[src/rtl/imem_boot_loader_pkg.sv]
// Shared types and constants for the instruction-memory boot loader.
// Latency: n/a (types, constants and elaboration-time helpers only).
// Backpressure: n/a.
package boot_pkg;

    typedef enum logic [2:0] {
        HDR_LO,
        HDR_HI,
        RECV,
        WRITE,
        CHK,
        DONE,
        ERROR
    } bootState_e;

    localparam int BOOT_INSTR_W         = 33;
    localparam int BOOT_ADDR_W          = 9;
    localparam int BOOT_BYTES_PER_INSTR = 5;
    localparam int BOOT_TIMEOUT_CYCLES  = 1_000_000;

    // Mask of the stream bits above the instruction width; any of them set marks a malformed word.
    function automatic logic [63:0] rsvdMask(input int instrW, input int shiftW);
        logic [63:0] m;
        m = '0;
        for (int i = 0; i < 64; i++) begin
            m[i] = (i >= instrW) && (i < shiftW);
        end
        return m;
    endfunction

    // States in which a stream byte may be taken.
    function automatic logic acceptsByte(input bootState_e s);
        return s inside {HDR_LO, HDR_HI, RECV, CHK};
    endfunction

    // States in which the inter-byte idle timer runs.
    function automatic logic timerRuns(input bootState_e s);
        return s inside {HDR_HI, RECV, CHK};
    endfunction

endpackage

[src/rtl/boot_timeout.sv]
// Idle-cycle watchdog for serial loaders: counts enabled cycles, flags the last allowed one.
// Latency: expired is combinational from the count; count updates one cycle after en/clr.
// Backpressure: none; clr has priority, the count holds (en=0) or saturates at the expiry value.
module boot_timeout
#(
    parameter int TIMEOUT_CYCLES = 1_000_000
) (
    input  logic clk,
    input  logic rst,
    input  logic en,
    input  logic clr,
    output logic expired
);

    localparam int CNT_W = (TIMEOUT_CYCLES > 1) ? $clog2(TIMEOUT_CYCLES) : 1;
    localparam logic [CNT_W-1:0] LAST = CNT_W'(TIMEOUT_CYCLES - 1);

    logic [CNT_W-1:0] cnt;

    assign expired = en && (cnt == LAST);

    // Idle counter: cleared on demand, otherwise advances while enabled until the expiry value.
    always_ff @(posedge clk or negedge rst) begin
        if (!rst) begin
            cnt <= '0;
        end else if (clr) begin
            cnt <= '0;
        end else if (en && !expired) begin
            cnt <= cnt + CNT_W'(1);
        end
    end

endmodule

[src/rtl/imem_boot_loader.sv]
// Fills instruction memory from a byte stream (count header, 5-byte LE words, XOR checksum), then releases the core.
// Latency: imem write lands the cycle after a word's last byte; done/err/cpu_rst the cycle after the deciding byte.
// Backpressure: in_ready drops while writing and in DONE/ERROR; start only restarts from DONE or ERROR.
module imem_boot_loader
    import boot_pkg::*;
#(
    parameter int INSTR_W         = BOOT_INSTR_W,
    parameter int ADDR_W          = BOOT_ADDR_W,
    parameter int BYTES_PER_INSTR = BOOT_BYTES_PER_INSTR,
    parameter int TIMEOUT_CYCLES  = BOOT_TIMEOUT_CYCLES
) (
    input  logic               clk,
    input  logic               rst,
    input  logic [7:0]         in_data,
    input  logic               in_valid,
    output logic               in_ready,
    input  logic               start,
    output logic               imem_we,
    output logic [ADDR_W-1:0]  imem_addr,
    output logic [INSTR_W-1:0] imem_wdata,
    output logic               cpu_rst,
    output logic               done,
    output logic               err
);

    localparam int SHIFT_W = 8 * BYTES_PER_INSTR;
    localparam int CNT_W   = ADDR_W + 1;
    localparam logic [SHIFT_W-1:0] RSVD_MASK = SHIFT_W'(rsvdMask(INSTR_W, SHIFT_W));
    localparam logic [16:0]        N_MAX     = 17'(2 ** ADDR_W);
    localparam logic [2:0]         LAST_IDX  = 3'(BYTES_PER_INSTR - 1);

    bootState_e         state, stateNext;
    logic [CNT_W-1:0]   count, countNext;
    logic [CNT_W-1:0]   nWords, nWordsNext;
    logic [2:0]         index, indexNext;
    logic [7:0]         xorAcc, xorNext;
    logic [7:0]         hdrLo, hdrLoNext;
    logic [SHIFT_W-1:0] shiftReg, shiftNext;
    logic [15:0]        nHdr;
    logic               accept;
    logic               timerEn, timerClr, timerExpired, timeoutHit;

    assign accept     = in_valid & in_ready;
    assign nHdr       = {in_data, hdrLo};
    assign timerEn    = timerRuns(state);
    // WRITE neither counts nor clears, so the timer is frozen there.
    assign timerClr   = accept | (state inside {HDR_LO, DONE, ERROR});
    // A byte landing on the expiry cycle wins over the timeout.
    assign timeoutHit = timerExpired & ~accept;

    boot_timeout #(
        .TIMEOUT_CYCLES(TIMEOUT_CYCLES)
    ) uTimeout (
        .clk    (clk),
        .rst    (rst),
        .en     (timerEn),
        .clr    (timerClr),
        .expired(timerExpired)
    );

    // Next-state and datapath updates for the header/payload/checksum sequence.
    always_comb begin
        stateNext  = state;
        countNext  = count;
        nWordsNext = nWords;
        indexNext  = index;
        xorNext    = xorAcc;
        hdrLoNext  = hdrLo;
        shiftNext  = shiftReg;
        case (state)
            HDR_LO: begin
                if (accept) begin
                    hdrLoNext = in_data;
                    xorNext   = xorAcc ^ in_data;
                    stateNext = HDR_HI;
                end
            end
            HDR_HI: begin
                if (accept) begin
                    xorNext = xorAcc ^ in_data;
                    if ((nHdr == 16'd0) || ({1'b0, nHdr} > N_MAX)) begin
                        stateNext = ERROR;
                    end else begin
                        nWordsNext = CNT_W'(nHdr);
                        countNext  = '0;
                        indexNext  = '0;
                        stateNext  = RECV;
                    end
                end else if (timeoutHit) begin
                    stateNext = ERROR;
                end
            end
            RECV: begin
                if (accept) begin
                    // Shifting in from the top leaves byte 0 in the low lane after the last byte.
                    shiftNext = {in_data, shiftReg[SHIFT_W-1:8]};
                    xorNext   = xorAcc ^ in_data;
                    if (index == LAST_IDX) begin
                        stateNext = ((shiftNext & RSVD_MASK) != '0) ? ERROR : WRITE;
                    end else begin
                        indexNext = index + 3'd1;
                    end
                end else if (timeoutHit) begin
                    stateNext = ERROR;
                end
            end
            WRITE: begin
                countNext = count + CNT_W'(1);
                indexNext = '0;
                stateNext = ((count + CNT_W'(1)) == nWords) ? CHK : RECV;
            end
            CHK: begin
                if (accept) begin
                    stateNext = (in_data == xorAcc) ? DONE : ERROR;
                end else if (timeoutHit) begin
                    stateNext = ERROR;
                end
            end
            DONE, ERROR: begin
                if (start) begin
                    stateNext  = HDR_LO;
                    countNext  = '0;
                    nWordsNext = '0;
                    indexNext  = '0;
                    xorNext    = '0;
                    hdrLoNext  = '0;
                    shiftNext  = '0;
                end
            end
            default: begin
                stateNext = HDR_LO;
            end
        endcase
    end

    // State and datapath registers.
    always_ff @(posedge clk or negedge rst) begin
        if (!rst) begin
            state    <= HDR_LO;
            count    <= '0;
            nWords   <= '0;
            index    <= '0;
            xorAcc   <= '0;
            hdrLo    <= '0;
            shiftReg <= '0;
        end else begin
            state    <= stateNext;
            count    <= countNext;
            nWords   <= nWordsNext;
            index    <= indexNext;
            xorAcc   <= xorNext;
            hdrLo    <= hdrLoNext;
            shiftReg <= shiftNext;
        end
    end

    // Registered outputs decoded from the next state, so nothing on in_* reaches them combinationally.
    always_ff @(posedge clk or negedge rst) begin
        if (!rst) begin
            in_ready   <= 1'b0;
            imem_we    <= 1'b0;
            imem_addr  <= '0;
            imem_wdata <= '0;
            cpu_rst    <= 1'b0;
            done       <= 1'b0;
            err        <= 1'b0;
        end else begin
            in_ready <= acceptsByte(stateNext);
            imem_we  <= (stateNext == WRITE);
            if (stateNext == WRITE) begin
                imem_addr  <= count[ADDR_W-1:0];
                imem_wdata <= shiftNext[INSTR_W-1:0];
            end
            cpu_rst <= (stateNext == DONE);
            done    <= (stateNext == DONE);
            err     <= (stateNext == ERROR);
        end
    end

endmodule
[config.mk]
export PLATFORM = sky130hd
export DESIGN_NAME = imem_boot_loader
export DESIGN_NICKNAME = d
export VERILOG_FILES = /design/src/rtl/imem_boot_loader_pkg.sv /design/src/rtl/boot_timeout.sv /design/src/rtl/imem_boot_loader.sv
export SDC_FILE = /design/constraint.sdc
export NUM_CORES = 1
export LEC_CHECK = 0
export BUFFER_PORTS_ARGS = -buffer_cell sky130_fd_sc_hd__buf_4
export CAP_MARGIN = 20
export CORE_ASPECT_RATIO = 1.25
export CORE_UTILIZATION = 50
export DETAILED_ROUTE_END_ITERATION = 10
export PLACE_DENSITY = 0.75
export REMOVE_ABC_BUFFERS = 1
export SETUP_SLACK_MARGIN = 0.02
export SYNTH_ARGS = -nofsm -noshare
export SYNTH_HDL_FRONTEND = slang
export SYNTH_HIERARCHICAL = 1
export SYNTH_SLANG_ARGS = --single-unit
export TNS_END_PERCENT = 5
[constraint.sdc]
create_clock -name clk -period 3.7 [get_ports clk]
set_input_delay 0.555 -clock clk [delete_from_list [all_inputs] [get_ports clk]]
set_output_delay 0.555 -clock clk [all_outputs]
set_load 0.02 [all_outputs]
---- Word level (Yosys, flattened, before mapping) ----
Index checks and enable logic that the tools add are counted.
cells by class
  order comparisons ....................... 1
  divide/modulo/power cells ............... 0
  reduce and logical (&&, ||, !) cells .... 26
  eq/ne operators ......................... 23
  add/subtract/negate cells ............... 3
  multiply operators ...................... 0
  bitwise gates (word level) .............. 5
  multiplexer cells ....................... 35
  shift-type cells ........................ 0
operator list
  cell                                                              number
  two-way mux 40 bit                                                2
  one-hot mux 40 bit (2 select lines)                               1
  two-way mux 10 bit                                                5
  two-way mux 3 bit                                                 15
  two-way mux 20 bit                                                2
  nonzero test 40 bit                                               1
  one-hot mux 8 bit (2 select lines)                                2
  one-hot mux 10 bit (3 select lines)                               1
  two-way mux 8 bit                                                 3
  == test 3 bit (second input constant)                             7
  adder 20 x 1 -> 20 bit (second input constant)                    1
  == test 20 bit (second input constant)                            1
  one-hot mux 10 bit (2 select lines)                               1
  one-hot mux 3 bit (6 select lines)                                1
  greater-than comparator 16 x 10 -> 1 bit (second input constant)  1
  zero test 16 bit                                                  1
  == test 3 x 2 -> 1 bit (second input constant)                    4
  inequality test 2 bit (second input constant)                     6
  one-hot mux 3 bit (4 select lines)                                1
  adder 10 x 1 -> 10 bit (second input constant)                    1
  == test 10 bit                                                    1
  nonzero test 2 bit                                                5
  AND reduction 3 bit                                               3
  nonzero test 3 bit                                                3
  18 further kinds                                                  24
word-level totals
  logic and storage cells ................. 108
  bits in read-only memories .............. 0
  bits in latches ......................... 0
  bits of input ports ..................... 12
  RAM bits ................................ 0
  register bits after elaboration ......... 148
  memories kept ........................... 0

---- Logic depth before layout (Yosys ltp) ----
  word-level depth ........................ 9
  gate-level depth with buffers ........... 15

---- Hierarchy ----
The synthesis kept the hierarchy.
modules (own cells, without submodules)
  module            seq. area each (um^2)  cells an instance  times used  area each (um^2)
  imem_boot_loader  3203.1                 499                1           5825.6
  boot_timeout      500.5                  112                1           1114.8

---- Least setup slack after synthesis ----
OpenSTA, ideal clock, no wires.
  path kind ............................... flip-flop to flip-flop
  from .................................... register state[2]
  to ...................................... register imem_addr[0]
  data arrival time ....................... 2.876 ns
  clock period less this slack ............ 3.001 ns
  cell stages (with the launch flop) ...... 16
  path slack .............................. 0.699 ns
  data required time ...................... 3.575 ns
  cells stage by stage .................... dfrtp_1 -> buf_2 -> buf_1 -> nor2b_1 -> nor3_1 -> a21oi_1 -> buf_2 -> nand3_1 -> nor3_1 -> nand2b_1 -> o211ai_1 -> a21oi_1 -> a311oi_2 -> nor2_4 -> buf_6 -> mux2_4
between the ends
  cells in the longest elaborated chain, start to end .. 8
ends and longest elaborated chain
  item                                                  line                                                                      source
  from (decl)                                           imem_boot_loader.sv:32                                                    bootState_e state, stateNext;
  from (signal assigned)                                imem_boot_loader.sv:147                                                   state <= stateNext;
  == test 3 x 1 -> 1 bit, or another cell as far along  imem_boot_loader_pkg.sv:38                                                return s inside {HDR_HI, RECV, CHK};
  nonzero test 3 bit *                                  imem_boot_loader_pkg.sv:38
  net timerEn                                           imem_boot_loader.sv:41                                                    logic timerEn, timerClr, timerExpired, timeoutHit;
  logical AND 1 bit *                                   boot_timeout.sv:20                                                        assign expired = en && (cnt == LAST);
  net timerExpired                                      imem_boot_loader.sv:41
  AND 1 bit *                                           imem_boot_loader.sv:49                                                    assign timeoutHit = timerExpired & ~accept;
  two-way mux 3 bit *                                   imem_boot_loader.sv:89, imem_boot_loader.sv:103, imem_boot_loader.sv:115
  two-way mux 3 bit, on equally long branches           imem_boot_loader.sv:113, imem_boot_loader.sv:79, imem_boot_loader.sv:94
  one-hot mux 3 bit (6 select lines) *                  imem_boot_loader.sv:70                                                    case (state)
  == test 3 x 2 -> 1 bit *                              imem_boot_loader.sv:170                                                   if (stateNext == WRITE) begin
  to (signal assigned)                                  imem_boot_loader.sv:171                                                   imem_addr <= count[ADDR_W-1:0];
  to (decl)                                             imem_boot_loader.sv:19                                                    output logic [ADDR_W-1:0] imem_addr,
The timed path passes the listed nets; every way through them passes the cells marked *.
A chain may end at the register's enable or synchronous reset.

---- Worst setup path in the final report ----
  from .................................... register state[1]
  to ...................................... register imem_addr[6]
The elaborated chain is that of the path after synthesis.

==> results.tsv <==
stage	metric	value	unit
run_status	status	finished clean	
critical_path	Worst Setup Path Type	flop to flop	
routing	Post-Route M1 WL	6214	um
final_layout	Non-Filler Instances	845	
power_and_ir_drop	leakage	3.786	nW
timing	hold_ws	0.1524	ns
power_and_ir_drop	P_int	4.299	mW
timing	max_slew headroom	0.3529	
critical_path	Crit path required time	4.01	ns
timing	final hold vios	0	
global_route	vias in the first global route	5012	
yosys	XOR/XNOR Fraction of Synth Area	0.04795	
final_layout	Util after Layout	0.6032	
global_route	largest net degree at the start of global routing	82	
power_and_ir_drop	Peak supply drop	0.0004024	V
clock_network	CTS clk-pin slew, worst paths	0.06	ns
floorplan	Initial Utilization	0.5176	
flow_run	maxcap violations	0	
timing	Fmax	314.7	MHz
routing	WL final	14430	um
yosys	Compound-Gate Fraction of Synth Area	0.1449	
routing	DR WL met3	606	um
routing	met2 wire length	7268	um
yosys	cells after synthesis	611	
timing	skew final	0.01093	ns
final_layout	Layout Nets	677	
floorplan	FP Rows	47	
routing	Top Metal Used	met4	
clock_network	clk buf depth	2	
clock_network	CTS sink cnt	148	
placed_design	GPL Wtd Cong	0.8561	
floorplan	die height	133.7	um
routing	DR iter-0 viols	359	
critical_path	CP startpoint kind	flop	
final_layout	Area Growth Syn to Fin	16.53	%
floorplan	Core ar.	13410	sq um
global_route	GRT Total Usage	0.2214	
power_and_ir_drop	Net Sw Frac	0.3625	
placed_design	hpwl dp	9516	um
clock_network	H-tree depth	4	
power_and_ir_drop	Clk pwr share	0.249	
timing	worst slew pin tran	0.9683	ns
yosys	flops & latches, synth	148	
final_layout	commonest non-fill, non-tap cell in the layout	dfrtp_1	
yosys	Post-Synthesis Cell Area	6940	sq um
power_and_ir_drop	Seq pwr share	0.377	
final_layout	highest-count cells in the layout ignoring fill and taps	dfrtp_1, buf_4, nand2_1, nor2_1, a22o_1	
timing	Slew Viols, Final	0	
critical_path	CP arrival	3.48	ns
global_route	antenna violations before repair	0	
clock_network	CTS Hold Buffers Added	0	
routing	DRC errors left	0	
global_route	Overflow after GRT	0	
floorplan	die footprint	14360	sq um
final_layout	share of cells above drive strength 1	0.2359	
timing	Total Negative Setup Slacks	0	ns
yosys	Synthesis Warnings	6	
clock_network	CTS tree	done	
placed_design	Post-Place Cells	813	
power_and_ir_drop	PD cells	833.8	nW/um^2
clock_network	post-CTS sizing	0	
timing	final period utilization	0.8587	
yosys	Synth Area in Simple Gates	0.1419	
placed_design	Port Buf Inserts	58	
routing	routed len/inst	17.08	um
timing	Tmin final	3.177	ns
timing	RSZ-0062 raised after global routing	no	
yosys	asr flop ratio synth	1.000	
routing	vias per cell	5.742	
routing	DR vias	4852	
clock_network	worst-skew pair later-pin latency	0.43	ns
min_path	Hold Crit Class	input port to asynchronous set/reset pin	
global_route	wire length of the first global-routing pass	24690	um
critical_path	crit-path max FO	22	
final_layout	Diodes inserted	0	
yosys	sequential area share after synthesis	0.5336	
yosys	combinational family with the most area after synthesis	compound AO/OA/AOI/OAI gates	
yosys	Avg Inst Size Synth	11.36	sq um
floorplan	Die Wd	107.4	um
routing	Post-DRT Antenna Nets	0	
yosys	post-synth cell types	58	
floorplan	Ports	59	
yosys	EDFF count, synth	0	
timing	final setup violation count	0	
clock_network	number of buffers created by CTS	17	
power_and_ir_drop	Comb pwr share	0.374	
clock_network	Post CTS Setup Buffer Count	0	
yosys	area share of fa/ha/maj cells after synthesis	0.007211	
power_and_ir_drop	Net Switching	2.445	mW
clock_network	clk root buf	clkbuf_16	
yosys	mux cell area share after synthesis	0.09374	
routing	drt pass-1 iters	4	
critical_path	crit path capture type	flop	
yosys	Main synth FF type	dfrtp_1	
-- critical path, stage by stage (launching register included) --
cell      delay [ns]
dfrtp_1         0.54
or2_2           0.39
a21oi_1         0.21
nand3_1         0.13
nor3_1          0.30
nand2b_1        0.22
o211ai_1        0.10
a21oi_1         0.19
a311oi_2        0.09
nor2_4          0.14
buf_4           0.40
mux2_4          0.34
-- through the flow --
step                instance area [sq um]  setup WS, ns  total power, mW
floorplan                            6750       -0.3044            4.186
global placement                     7501        0.6872            4.981
detailed placement                   7501        0.5726            5.079
CTS                                  8088        0.5463            6.788
global route                         8088        0.2562            7.134
finish                               8088        0.5227            6.743
-- final timing paths --
check / slack (ns) / depth (start not counted) / from / end
max in group asynchronous: 2.75 / 2 / rst / imem_wdata[16]
worst min register to register: 0.51 / 1 / shiftReg[5] / shiftReg[5]
min in group clk: 0.41 / 2 / in_data[6] / shiftReg[38]
worst min-delay path: 0.15 / 1 / rst / xorAcc[6]
worst max register to register: 0.52 / 11 / state[1] / imem_addr[6]
worst max-delay path: 0.52 / 11 / state[1] / imem_addr[6]
-- per-layer routing --
metal / GRT usage / vias up
met3: 0.05284 / 28
met4: 0.1043 / 0
met5: 0 / -
met1: 0.2792 / 2437
met2: 0.3584 / 107
li1: - / 2280
-- sequential cells by signal, indices dropped and copies added, names as in the netlist --
| signal | cells |
|---|---|
| count | 10 |
| done | 1 |
| err | 1 |
| hdrLo | 8 |
| imem_addr | 9 |
| imem_wdata | 33 |
| imem_we | 1 |
| in_ready | 1 |
| index | 3 |
| nWords | 10 |
| shiftReg | 40 |
| state | 3 |
| uTimeout/cnt | 20 |
| xorAcc | 8 |
-- power groups by stage --
stage	registers (mW)	clock network, mW	logic (mW)
floorplan	2.73	0	1.45
global placement	2.53	0	2.46
detailed placement	2.56	0	2.52
CTS	2.54	1.71	2.54
global route	2.60	1.78	2.75
finish	2.54	1.68	2.52
-- synth_stat cells (all sizes together) (9+ instances only) --
cell | instances | area [sq um]
xnor2 | 15 | 131.4
nor4 | 10 | 98.84
mux2 | 43 | 630.6
nor2 | 52 | 202.7
a22o | 51 | 447.9
buf | 17 | 122.6
nand3 | 21 | 115.1
nand2 | 54 | 202.7
and2 | 9 | 56.30
a21oi | 17 | 85.08
dfrtp | 148 | 3704
clkbuf | 18 | 67.56
o21ai | 50 | 261.5
xor2 | 23 | 201.4
-- kinds of logic (layout without fill, tap and decap cells) --
kind of cell    Yosys count  after routing
buf+inv                  41            104
xor+xnor                 38             38
simple gates            191            191
fa+ha+maj                 4              4
flops                   148            148
mux                      45             45
compound gates          144            144
-- layout make-up --
cell class,instances,area [sq um]
Sequential cell,148,3704
Tap cell,171,214.0
Clock buffer,20,466.7
Inverter,6,22.52
Clock inverter,12,120.1
Multi-Input combinational cell,422,3037
Fill cell,1096,5320
Timing Repair Buffer,66,524.3
No activity file was read; power rests on OpenSTA's default activity.
